==> config.mk <==
export PLATFORM = sky130hd
export DESIGN_NAME = mac_dot_sequencer
export DESIGN_NICKNAME = d
export VERILOG_FILES = /design/src/rtl/mac_pkg.sv /design/src/rtl/mac_issue_timer.sv /design/src/rtl/mac_dot_sequencer.sv
export SDC_FILE = /design/constraint.sdc
export NUM_CORES = 1
export LEC_CHECK = 0
export BUFFER_PORTS_ARGS = -buffer_cell sky130_fd_sc_hd__buf_2
export CAP_MARGIN = 20
export CORE_MARGIN = 4
export CORE_UTILIZATION = 55
export DETAILED_ROUTE_END_ITERATION = 7
export HOLD_SLACK_MARGIN = 0.12
export PLACE_DENSITY_LB_ADDON = 0.25
export REMOVE_ABC_BUFFERS = 1
export SLEW_MARGIN = 20
export SYNTH_ARGS = -nofsm -noshare
export SYNTH_HDL_FRONTEND = slang
export SYNTH_SLANG_ARGS = --single-unit
export TNS_END_PERCENT = 1
==> constraint.sdc <==
create_clock -name clock -period 3.9 [get_ports clock]
set_clock_uncertainty 0.2 [all_clocks]
set_input_delay 0.585 -clock clock [delete_from_list [all_inputs] [get_ports clock]]
set_output_delay 0.585 -clock clock [all_outputs]
set_load 0.02 [all_outputs]
==> src/rtl/mac_pkg.sv <==
// Shared types and constants for the fp_mac dot-product sequencer.
// Latency: n/a (declarations only).
// Backpressure: n/a.
package mac_pkg;

    localparam int FP16_W = 16;
    localparam int FP32_W = 32;
    localparam logic [FP32_W-1:0] FP32_ZERO = 32'h00000000;

    typedef enum logic [1:0] {
        IDLE  = 2'd0,
        ISSUE = 2'd1,
        WAIT  = 2'd2,
        DONE  = 2'd3
    } seq_state_t;

    // Counter width able to hold the value MAC_LATENCY itself
    function automatic int timer_width(input int latency);
        return $clog2(latency + 1);
    endfunction

endpackage

==> src/rtl/mac_issue_timer.sv <==
// Loadable down-counter that flags the final cycle before it reaches zero.
// Latency: expire is high in the cycle whose closing edge takes the count to 0.
// Backpressure: none; load always wins over counting.
module mac_issue_timer #(
    parameter int WIDTH = 3
) (
    input  logic             clock,
    input  logic             resetn,
    input  logic             load,
    input  logic [WIDTH-1:0] load_val,
    output logic             expire
);

    localparam logic [WIDTH-1:0] ONE = WIDTH'(1);

    logic [WIDTH-1:0] count;

    // Load on issue, then count down and park at zero
    always_ff @(posedge clock or negedge resetn) begin
        if (!resetn) begin
            count <= '0;
        end else if (load) begin
            count <= load_val;
        end else if (count != '0) begin
            count <= count - ONE;
        end
    end

    // Combinational so the sequencer acts on the very edge the count hits zero
    assign expire = (count == ONE);

endmodule

==> src/rtl/mac_dot_sequencer.sv <==
// Sequences fp16 operand pairs into fp_mac, feeding each fp32 partial sum back as C.
// Latency: len*(MAC_LATENCY+1) cycles plus input stalls, plus 1 cycle in DONE.
// Backpressure: in_ready only in ISSUE; result held on out_valid until out_ready.
module mac_dot_sequencer
    import mac_pkg::*;
#(
    parameter int MAC_LATENCY = 4,
    parameter int LEN_W       = 8
) (
    input  logic              clock,
    input  logic              resetn,
    input  logic              start,
    input  logic [LEN_W-1:0]  len,
    input  logic [FP32_W-1:0] init_c,
    input  logic              in_valid,
    output logic              in_ready,
    input  logic [FP16_W-1:0] in_a,
    input  logic [FP16_W-1:0] in_b,
    output logic [FP16_W-1:0] mac_a,
    output logic [FP16_W-1:0] mac_b,
    output logic [FP32_W-1:0] mac_c,
    input  logic [FP32_W-1:0] mac_y,
    output logic              busy,
    output logic              out_valid,
    output logic [FP32_W-1:0] out_data,
    input  logic              out_ready
);

    localparam int TMR_W = timer_width(MAC_LATENCY);

    seq_state_t        state;
    logic [FP32_W-1:0] acc;
    logic [LEN_W-1:0]  cnt;
    logic [LEN_W-1:0]  len_q;
    logic [LEN_W-1:0]  cnt_inc;
    logic              issue_fire;
    logic              term_done;

    // A term is issued on the accepted handshake; in_ready is only ever high in ISSUE
    assign issue_fire = (state == ISSUE) && in_valid && in_ready;
    assign cnt_inc    = cnt + LEN_W'(1);

    mac_issue_timer #(
        .WIDTH (TMR_W)
    ) u_timer (
        .clock    (clock),
        .resetn   (resetn),
        .load     (issue_fire),
        .load_val (TMR_W'(MAC_LATENCY)),
        .expire   (term_done)
    );

    // Control FSM with all outputs registered alongside the state
    always_ff @(posedge clock or negedge resetn) begin
        if (!resetn) begin
            state     <= IDLE;
            acc       <= FP32_ZERO;
            cnt       <= '0;
            len_q     <= '0;
            in_ready  <= 1'b0;
            mac_a     <= '0;
            mac_b     <= '0;
            mac_c     <= FP32_ZERO;
            busy      <= 1'b0;
            out_valid <= 1'b0;
            out_data  <= FP32_ZERO;
        end else begin
            case (state)
                IDLE: begin
                    if (start) begin
                        acc  <= init_c;
                        cnt  <= '0;
                        busy <= 1'b1;
                        if (len != '0) begin
                            len_q    <= len;
                            in_ready <= 1'b1;
                            state    <= ISSUE;
                        end else begin
                            // Empty vector: the bias is the answer
                            out_valid <= 1'b1;
                            out_data  <= init_c;
                            state     <= DONE;
                        end
                    end
                end
                ISSUE: begin
                    if (issue_fire) begin
                        mac_a    <= in_a;
                        mac_b    <= in_b;
                        mac_c    <= acc;
                        in_ready <= 1'b0;
                        state    <= WAIT;
                    end
                end
                WAIT: begin
                    // mac_c stays put so C is stable for the whole MAC pipeline
                    if (term_done) begin
                        acc   <= mac_y;
                        mac_c <= mac_y;
                        cnt   <= cnt_inc;
                        mac_a <= '0;
                        mac_b <= '0;
                        if (cnt_inc == len_q) begin
                            out_valid <= 1'b1;
                            out_data  <= mac_y;
                            state     <= DONE;
                        end else begin
                            in_ready <= 1'b1;
                            state    <= ISSUE;
                        end
                    end
                end
                DONE: begin
                    if (out_ready) begin
                        out_valid <= 1'b0;
                        busy      <= 1'b0;
                        state     <= IDLE;
                    end
                end
                default: begin
                    state <= IDLE;
                end
            endcase
        end
    end

endmodule

# Word-level counts from Yosys, hierarchy flattened
# Index checks and enable logic that the tools add are counted.
[totals] ff_bits=152 input_bits=109 out_inout_bits=99 elab_cells=87
[classes] add_sub_neg=2 eq_ne=13 muxes=41 reduce_logical=19
[ops] cell="32-bit 2-to-1 mux" count=7
[ops] cell="32-bit case mux with 2 select lines" count=3
[ops] cell="16-bit case mux with 2 select lines" count=2
[ops] cell="16-bit 2-to-1 mux" count=3
[ops] cell="8-bit 2-to-1 mux" count=2
[ops] cell="2-bit inequality test (second input constant)" count=8
[ops] cell="8-bit case mux with 2 select lines" count=1
[ops] cell="2-bit 2-to-1 mux" count=6
[ops] cell="3-bit AND reduction" count=4
[ops] cell="6-bit AND reduction" count=2
[ops] cell="1-bit 2-to-1 mux" count=11
[ops] cell="3-bit nonzero test" count=3
[ops] cell="8-bit by 1-bit adder with 8-bit output (second input constant)" count=1
[ops] cell="8-bit == test" count=1
[ops] cell="2-bit case mux with 4 select lines" count=1
[ops] cell="2-bit nonzero test" count=4
[ops] cell="8-bit nonzero test" count=1
[ops] cell="3-bit 2-to-1 mux" count=2
[ops] cell="1-bit case mux with 3 select lines" count=2
[ops] cell="5-bit AND reduction" count=1
[ops] cell="2-bit == test (second input constant)" count=2
[ops] cell="4-bit AND reduction" count=1
[ops] cell="3-bit by 1-bit == test with 1-bit output (second input constant)" count=1
[ops] cell="3-bit by 1-bit subtractor with 3-bit output (second input constant)" count=1
[ops] cell="4 further kinds" count=5

# Logic depth before layout (Yosys ltp)
# Gate-level depths: netlist of run 1.
[depth] depth_word=5 ltp_mapped=9 ltp_nobuf=8

# Hierarchy
# Synthesis of run 1 repeated with hierarchy kept, for this count alone.
[unflattened] hier_cells=719 hier_area_um2=6889.1
[modules_own_cells] mod="mac_dot_sequencer" instances=1 cells_per_inst=697 area_each_um2=6670.1 seq_area_each_um2=3728.6
[modules_own_cells] mod="mac_issue_timer" instances=1 cells_per_inst=22 area_each_um2=219.0 seq_area_each_um2=75.1

# Least setup slack after synthesis of run 1
# Ideal clock, no wire load.
[synth_timing] path_type="flip-flop to flip-flop" from="register cnt[0]" to="register out_data[10]" setup_time_ns=0.125 arrival_time_ns=2.150 required_ns=3.575 path_slack_ns=1.425 path_stages_with_launch=10 path_buffers=2 period_less_slack_ns=2.475 cell_sequence="dfrtp_1 -> ha_1 -> clkbuf_1 -> and3_1 -> and4_1 -> o22ai_1 -> a211oi_2 -> o21ai_2 -> buf_6 -> mux2_4"
[synth_via] elab_chain_len=4
[synth_rtl] element="start, declared" line="mac_dot_sequencer.sv:33" rtl="logic [LEN_W-1:0] cnt;"
[synth_rtl] element="start signal, assigned" line="mac_dot_sequencer.sv:100" rtl="cnt <= cnt_inc;"
[synth_rtl] element="8-bit by 1-bit adder with 8-bit output" line="mac_dot_sequencer.sv:41" rtl="assign cnt_inc = cnt + LEN_W'(1);"
[synth_rtl] element="8-bit == test" line="mac_dot_sequencer.sv:103" rtl="if (cnt_inc == len_q) begin"
[synth_rtl] element="2-bit inequality test (no line)"
[synth_rtl] element="5-bit AND reduction (no line)"
[synth_rtl] element="end signal, assigned" line="mac_dot_sequencer.sv:81" rtl="out_data <= init_c;"
[synth_rtl] element="end signal, assigned" line="mac_dot_sequencer.sv:105" rtl="out_data <= mac_y;"
[synth_rtl] element="end, declared" line="mac_dot_sequencer.sv:25" rtl="output logic [FP32_W-1:0] out_data,"
# Every way passes these cells.
# A chain may end at the register's enable or synchronous reset.

# Worst setup path in the final report of run 1
[layout_timing] from="register cnt[0]" to="register out_data[11]"
# Same word-level chain as after synthesis.

==> implementation parameters, run 1 <==
Parameter                              Value

Routing
  Number of nets with antenna violations after routing    0
  Via count of the routed design    5838
  1st-pass router iterations    5
  DRC    0
  Average via count per standard cell    5.44
  Aggregate routed wire length    17900 µm
  Final routed wire length divided by cell count    16.7 µm
  Number of DRC markers after the initial detailed-route iteration    442

Cells and area
  Final Net Count    1006
  Area growth from synthesis to final layout    26.8%
  Fin cells    1074
  Non-Filler Cell Area, Final    8620 µm²
  Antenna diode instance count    0
  Fraction of final layout cells with drive strength greater than 1    31.2%
  Utilization of the core after routing    71.5%

Clocking
  Level count of the clock H-tree    4
  Maximum count of clock buffers along a single path    2
  Latest clock arrival within the worst-skew pair    0.42 ns
  Post CTS Setup Buffer Count    0
  Number of buffers added by the clock tree synthesis step    17
  Clock root buffer    sky130_fd_sc_hd__clkbuf_16
  Number of instances resized during post-cts repair    0
  CTS sink cnt    152
  CTS tree    built
  Cts-stage hold buffer count    1
  Clock-pin slew on the worst setup and hold paths    0.06 ns

Yosys
  Yosys cell types    43
  Post-Syn Area per Cell    9.73 µm²
  Ranking of synthesized cells by area    sky130_fd_sc_hd__dfrtp_1, sky130_fd_sc_hd__nand2_1, sky130_fd_sc_hd__o21ai_0
  Cells after synthesis    699
  Cell area after synthesis    6800 µm²
  Flops & latches, synth    152
  Area share of the largest cell type after synthesis    55.9%
  Sequential element share of the synthesized area    55.9%
  Yosys top cell by area    sky130_fd_sc_hd__dfrtp_1
  Ranking of synthesized cells by instance count    sky130_fd_sc_hd__nand2_1, sky130_fd_sc_hd__dfrtp_1, sky130_fd_sc_hd__o21ai_0
  Async SR Flop Fraction    100%
  Warnings from Yosys    0
  EDFF count, synth    0
  Dominant register cell in the synthesized netlist    sky130_fd_sc_hd__dfrtp_1
  Count leader, synth    sky130_fd_sc_hd__nand2_1

Global routing
  GRT Resource Usage Total    25.8%
  First-pass GRT wire length    29300 µm
  Vias in the first global route    5852
  Maximum number of pins on one net before global-route repair    88
  Total congestion overflow    0
  Antenna violations before repair    0

Setup path
  Worst-path maximum fanout    10
  Startpoint Class    register
  Crit Path Class    register to register
  Data arrival time of the worst path    2.93 ns
  Data required time of the critical path    4.01 ns
  Endpoint class of the critical path    register

STA
  Slew @ Worst Pin    0.800 ns
  Peak Freq    354 MHz
  RSZ-0062 raised after global routing    no
  Part of the cycle the worst path needs    72.4%
  Hold violation total from the final report    0
  Slew Viols, Final    0
  Max_slew headroom    46.7%
  Crit path time final    2.83 ns
  Endpoints failing setup    0
  Minimum hold slack    0.181 ns

Floorplanning
  Standard cell core area    12100 µm²
  Area of the die    14200 µm²
  Starting Density    56.4%
  Number of rows in the core area    40
  Number of ports placed on the die boundary    208
  Die Span Y    119 µm
  Horiz. Die Dim    119 µm

Pwr
  Switching power as a share of total power    40.3%
  Clock power frac    22.5%
  Pwr dens    872 nW/µm²
  Register share of total power    35.4%
  Total design power    7510 µW
  Power Internal    4490 µW
  Largest voltage drop on the vdd net    0.000696 V
  Fraction of power consumed by combinational cells    42.1%
  Static leakage    0.00470 µW
  Switching power of the nets    3030 µW

Placement
  Placed Area    8010 µm²
  Number of cells after detailed placement    1041
  Port bufs    207
  HPWL reported at the end of detailed placement    12200 µm
  GP Congestion    0.825

Flow run
  Number of maximum-capacitance constraint violations    0

Outcome
  Outcome    finished clean

Hold path
  Tightest Hold Check Type    primary input to register
[power by group through the flow]
stage / clock network, µW / registers, µW / logic, µW
floorplan: 0 / 3080 / 1600
global placement: 0 / 2640 / 3030
detailed placement: 0 / 2670 / 3150
CTS: 1710 / 2650 / 3190
global route: 1790 / 2740 / 3480
finish: 1690 / 2660 / 3160
[worst max-delay path, stage by stage (launching register included)]
cell and delay (ns):
sky130_fd_sc_hd__dfrtp_1 0.45, sky130_fd_sc_hd__ha_1 0.33, sky130_fd_sc_hd__and3_1 0.26, sky130_fd_sc_hd__and4_1 0.21, sky130_fd_sc_hd__o22ai_1 0.19, sky130_fd_sc_hd__a211oi_2 0.10, sky130_fd_sc_hd__o21ai_4 0.36, sky130_fd_sc_hd__buf_4 0.30
sky130_fd_sc_hd__mux2_4 0.31
[sequential cells by signal, summed over array words and instances, names as in the netlist, 2 cells and up]
signal	cells
mac_a	16
state	2
u_timer.count	3
len_q	8
cnt	8
mac_b	16
acc	32
out_data	32
mac_c	32
[kinds of logic after synthesis]
| logic type | Yosys count | synth area share [%] |
|---|---|---|
| muxes | 41 | 7.32 |
| DFF | 152 | 55.9 |
| buffers and inverters | 64 | 3.83 |
| AOI/OAI and AO/OA | 147 | 12.5 |
| adders and majority gates | 4 | 0.736 |
| xor gates and xnor gates | 9 | 1.16 |
| and+or+nand+nor | 282 | 18.5 |
[placed cells by master (no fill, tap or decap), types with 17 or more instances in the layout]
| master | count |
|---|---|
| sky130_fd_sc_hd__a21oi_1 | 51 |
| sky130_fd_sc_hd__a21o_1 | 18 |
| sky130_fd_sc_hd__buf_2 | 206 |
| sky130_fd_sc_hd__nand3_1 | 36 |
| sky130_fd_sc_hd__dfrtp_1 | 152 |
| sky130_fd_sc_hd__nand2_1 | 178 |
| sky130_fd_sc_hd__o21ai_0 | 58 |
| sky130_fd_sc_hd__clkbuf_16 | 17 |
| sky130_fd_sc_hd__and2_1 | 34 |
| sky130_fd_sc_hd__inv_1 | 20 |
[metal layers]
layer	up-vias	part of all wire, %	GRT usage [%]
met5	-	0	0
li1	2725	-	-
met2	271	51	44.0
met4	0	2.2	9.05
met1	2811	40	32.5
met3	31	6.7	5.70
[layout make-up]
cell class | instances | area (µm²)
clock buffers | 22 | 454
clock inverters | 10 | 150
well taps | 168 | 210
multi-input cells | 483 | 2770
fillers | 861 | 3440
flip-flops and latches | 152 | 3800
inverters | 20 | 75.1
repair buffers | 219 | 1160
[through the flow]
step,setup slack [ns],setup TNS [ns]
2_1_floorplan,-0.636,-44.61
3_5_place_dp,1.08,0
6_report,1.07,0
5_1_grt,0.943,0
3_3_place_gp,1.19,0
4_1_cts,1.08,0
[final timing paths]
check / from / end / slack, ns / cells past startpoint
setup / recovery: cnt[0]$_DFFE_PN0P_ / out_data[11]$_DFFE_PN0P_ / 1.07 / 8
hold / removal: in_a[11] / mac_a[11]$_DFFE_PN0P_ / 0.18 / 3
setup reg to reg: cnt[0]$_DFFE_PN0P_ / out_data[11]$_DFFE_PN0P_ / 1.07 / 8
hold reg to reg: mac_a[11]$_DFFE_PN0P_ / mac_a[11]$_DFFE_PN0P_ / 0.26 / 2
max in group asynchronous: resetn / mac_c[22]$_DFFE_PN0P_ / 2.13 / 3
min in group asynchronous: resetn / mac_c[6]$_DFFE_PN0P_ / 0.59 / 2
No activity file was read; power rests on OpenSTA's default activity.
==> inputs of run 2 (changes only) <==
CORE_UTILIZATION = 47   (was 55)
clock period = 2.3 ns   (was 3.9 ns; I/O delays follow)
==> run 2 against run 1 <==
Compared with the run above: clock power rose by 59%; the flow now finishes with violations (negative setup slack); global-route usage down 2.9 points; clock-buffer cell count down 1; sequential share of layout area shrank 5.0 points; routed wire length is 2.8% higher; sequential power up 66%; total power grew 72%; combinational power grew 84%; critical endpoint is now out_data[7]$_DFFE_PN0P_; first-iteration DRC count is 43% lower; maximum frequency increased by 17%; worst hold slack got worse by 0.052 ns; critical path type unchanged.
==> implementation parameters, run 2 (synthesis results as in run 1) <==
Parameter                              Value

Outcome
  Outcome    finished, violations left
  Failing checks    negative setup slack

Clocking
  Latest clock arrival within the worst-skew pair    0.41 ns (about the same)
  CTS sink cnt    152 (unchanged)
  Number of buffers added by the clock tree synthesis step    17 (unchanged)
  Maximum count of clock buffers along a single path    2 (unchanged)
  Clock root buffer    sky130_fd_sc_hd__clkbuf_16
  Level count of the clock H-tree    4 (unchanged)
  CTS tree    built
  Clock-pin slew on the worst setup and hold paths    0.06 ns (about the same)

Placement
  GP Congestion    0.839 (+1.8%)
  Placed Area    8310 µm² (+3.8%)
  Port bufs    207 (unchanged)
  Post-Place Worst Slack    -0.192 ns (-1.27 ns)
  HPWL reported at the end of detailed placement    12200 µm (-0.58%)

Setup path
  Terminus of the critical flop-to-flop path    out_data[7]$_DFFE_PN0P_
  Worst-path maximum fanout    16 (+6)
  Crit-path slowest cell    sky130_fd_sc_hd__dfrtp_1
  Crit Path Class    register to register
  Launching instance or port of the critical path    cnt[0]$_DFFE_PN0P_
  Critical path destination    out_data[7]$_DFFE_PN0P_
  Reg-to-Reg Start    cnt[0]$_DFFE_PN0P_
  Delay of the slowest critical-path stage    0.38 ns (-0.07 ns)
  Endpoint class of the critical path    register
  Count of cells along the worst register-to-register path    10 (+2)
  Data arrival time of the worst path    2.51 ns (-0.42 ns)
  Cell Chain, Critical Path    ha_2 > buf_6 > xnor2_1 > a22oi_1 > o22ai_2 > a211oi_2 > buf_4 > o21ai_4 > buf_12 > mux2_4
  Startpoint Class    register
  Data required time of the critical path    2.40 ns (-1.61 ns)
  Reg-to-reg setup timing slack    -0.11 ns (-1.19 ns)

Cells and area
  Antenna diode instance count    0 (unchanged)
  Largest registers    acc (32), mac_c (32), out_data (32)
  Final Net Count    1115 (+11%)
  Utilization of the core after routing    69.2% (-2.3 points)
  Highest-count cells in the layout ignoring fill and taps    sky130_fd_sc_hd__buf_2, sky130_fd_sc_hd__nand2_1, sky130_fd_sc_hd__dfrtp_1
  Area growth from synthesis to final layout    43.0%
  Non-Filler Cell Area, Final    9720 µm² (+13%)
  Fraction of final layout cells with drive strength greater than 1    31.4% (+0.19 points)
  Count of filler cells inserted in the layout    1034 (+20%)
  Leading cell type in the layout, fill and taps excluded    sky130_fd_sc_hd__buf_2

STA
  Slew Viols, Final    0 (unchanged)
  Endpoints failing setup    20 (+20)
  Worst path setup slack after routing    -0.114 ns (-1.19 ns)
  Crit path time final    2.41 ns (-0.411 ns)
  Peak Freq    414 MHz (+17%)
  Max_slew headroom    69.7% (+23 points)
  RSZ-0062 raised after global routing    yes
  Part of the cycle the worst path needs    105% (+33 points)
  Hold violation total from the final report    0 (unchanged)
  Slew @ Worst Pin    0.454 ns (-0.346 ns)

Global routing
  Vias in the first global route    6177 (+5.6%)
  Total congestion overflow    0 (unchanged)
  GRT Resource Usage Total    22.9% (-2.9 points)
  Maximum number of pins on one net before global-route repair    68 (-23%)
  Antenna violations before repair    0 (unchanged)
  First-pass GRT wire length    30300 µm (+3.5%)

Flow run
  Number of maximum-capacitance constraint violations    0 (unchanged)

Floorplanning
  Die Span Y    128 µm (+7.6%)
  Area of the die    16500 µm² (+16%)
  Number of ports placed on the die boundary    208 (unchanged)
  Horiz. Die Dim    128 µm (+7.6%)
  Starting Density    48.4% (-8.0 points)
  Standard cell core area    14000 µm² (+16%)
  Number of rows in the core area    43 (+7.5%)

Pwr
  Pwr dens    1330 nW/µm² (+52%)
  Total design power    12900 µW (+72%)
  Static leakage    0.00518 µW (+10%)
  Largest voltage drop on the vdd net    0.000921 V (+32%)

Routing
  Number of nets with antenna violations after routing    0 (unchanged)
  DRC    0 (unchanged)
  Number of DRC markers after the initial detailed-route iteration    254 (-43%)
  Average via count per standard cell    4.99 (-8.2%)
  Final routed wire length divided by cell count    15.4 µm (-7.6%)
  1st-pass router iterations    5 (unchanged)
  Aggregate routed wire length    18400 µm (+2.8%)
  Via count of the routed design    5965 (+2.2%)

Hold path
  Tightest Hold Check Type    primary input to register
run 2: changes by cell type in the layout (fill, tap and decap cells not counted), sizes merged:
| cell | change |
|---|---|
| clkinv | -2 |
| clkinvlp | +2 |
| bufinv | -3 |
| clkbuf | -1 |
| inv | +4 |
| buf | +30 |
| dlygate4sd3 | +79 |
run 2: per-layer routing:
layer | vias up | global-route usage (%) | share of wire, %
li1 | 2945 | - | -
met1 | 2837 | 29.4 | 43
met2 | 175 | 38.9 | 49
met3 | 8 | 5.58 | 6.8
met4 | 0 | 6.05 | 0.77
met5 | - | 0 | 0
run 2: how the worst min path moves through the flow:
stage / startpoint / endpoint / slack (ns) / cells after the start
6_report: mac_y[20] / mac_c[20]$_DFFE_PN0P_ / 0.13 / 4
5_1_grt: mac_y[9] / mac_c[9]$_DFFE_PN0P_ / 0.14 / 4
4_1_cts: mac_y[24] / mac_c[24]$_DFFE_PN0P_ / 0.12 / 4
3_5_place_dp: resetn / mac_c[8]$_DFFE_PN0P_ / 0.11 / 1
3_3_place_gp: resetn / mac_c[9]$_DFFE_PN0P_ / 0.10 / 1
2_1_floorplan: resetn / acc[0]$_DFFE_PN0P_ / -0.15 / 0
run 2: timing repair:
| item | CTS | global route |
|---|---|---|
| hold buffers | 80 | 0 |
| pin swaps | 0 | 3 |
| setup buffers | 0 | 1 |
| gates cloned | 0 | 0 |
| setup endpoints to repair | 30 | 34 |
| gates resized for setup | 4 | 2 |
| endpoints found under the hold margin | 238 | 0 |
run 2: report_power, final:
group | internal, µW | switching (µW)
clock network | 1570 | 1120
registers | 3780 | 632
logic | 2350 | 3450
total | 7690 | 5200
run 2: worst max-delay path, delay by kind of cell, from the launching register on:
kind / cells / cell delay, ns
multiplexers: 1 / 0.30
flip-flops: 1 / 0.38
XOR/XNOR: 1 / 0.11
AO/OA/AOI/OAI: 4 / 0.63
buffers and inverters: 3 / 0.44
adder cells (fa/ha/maj): 1 / 0.21
run 2: area by class of cell:
cell class / instances / area (µm²) / share of cell area (%)
sequential: 152 / 3800 / 39.1
multi-input combinational: 483 / 2780 / 28.6
timing repair buffer: 328 / 2260 / 23.2
clock buffer: 21 / 460 / 4.74
tap: 180 / 225 / 2.32
clock inverter: 11 / 114 / 1.17
inverter: 20 / 75.1 / 0.772
run 2: stage by stage:
step / setup TNS, ns / hold WS, ns / std cells
2_1_floorplan: -221.26 / -0.151 / 655
3_3_place_gp: -2.35 / 0.105 / 1082
3_5_place_dp: -3.19 / 0.109 / 1082
4_1_cts: -2.17 / 0.120 / 1194
5_1_grt: -3.64 / 0.138 / 1195
6_report: -1.81 / 0.130 / 1195
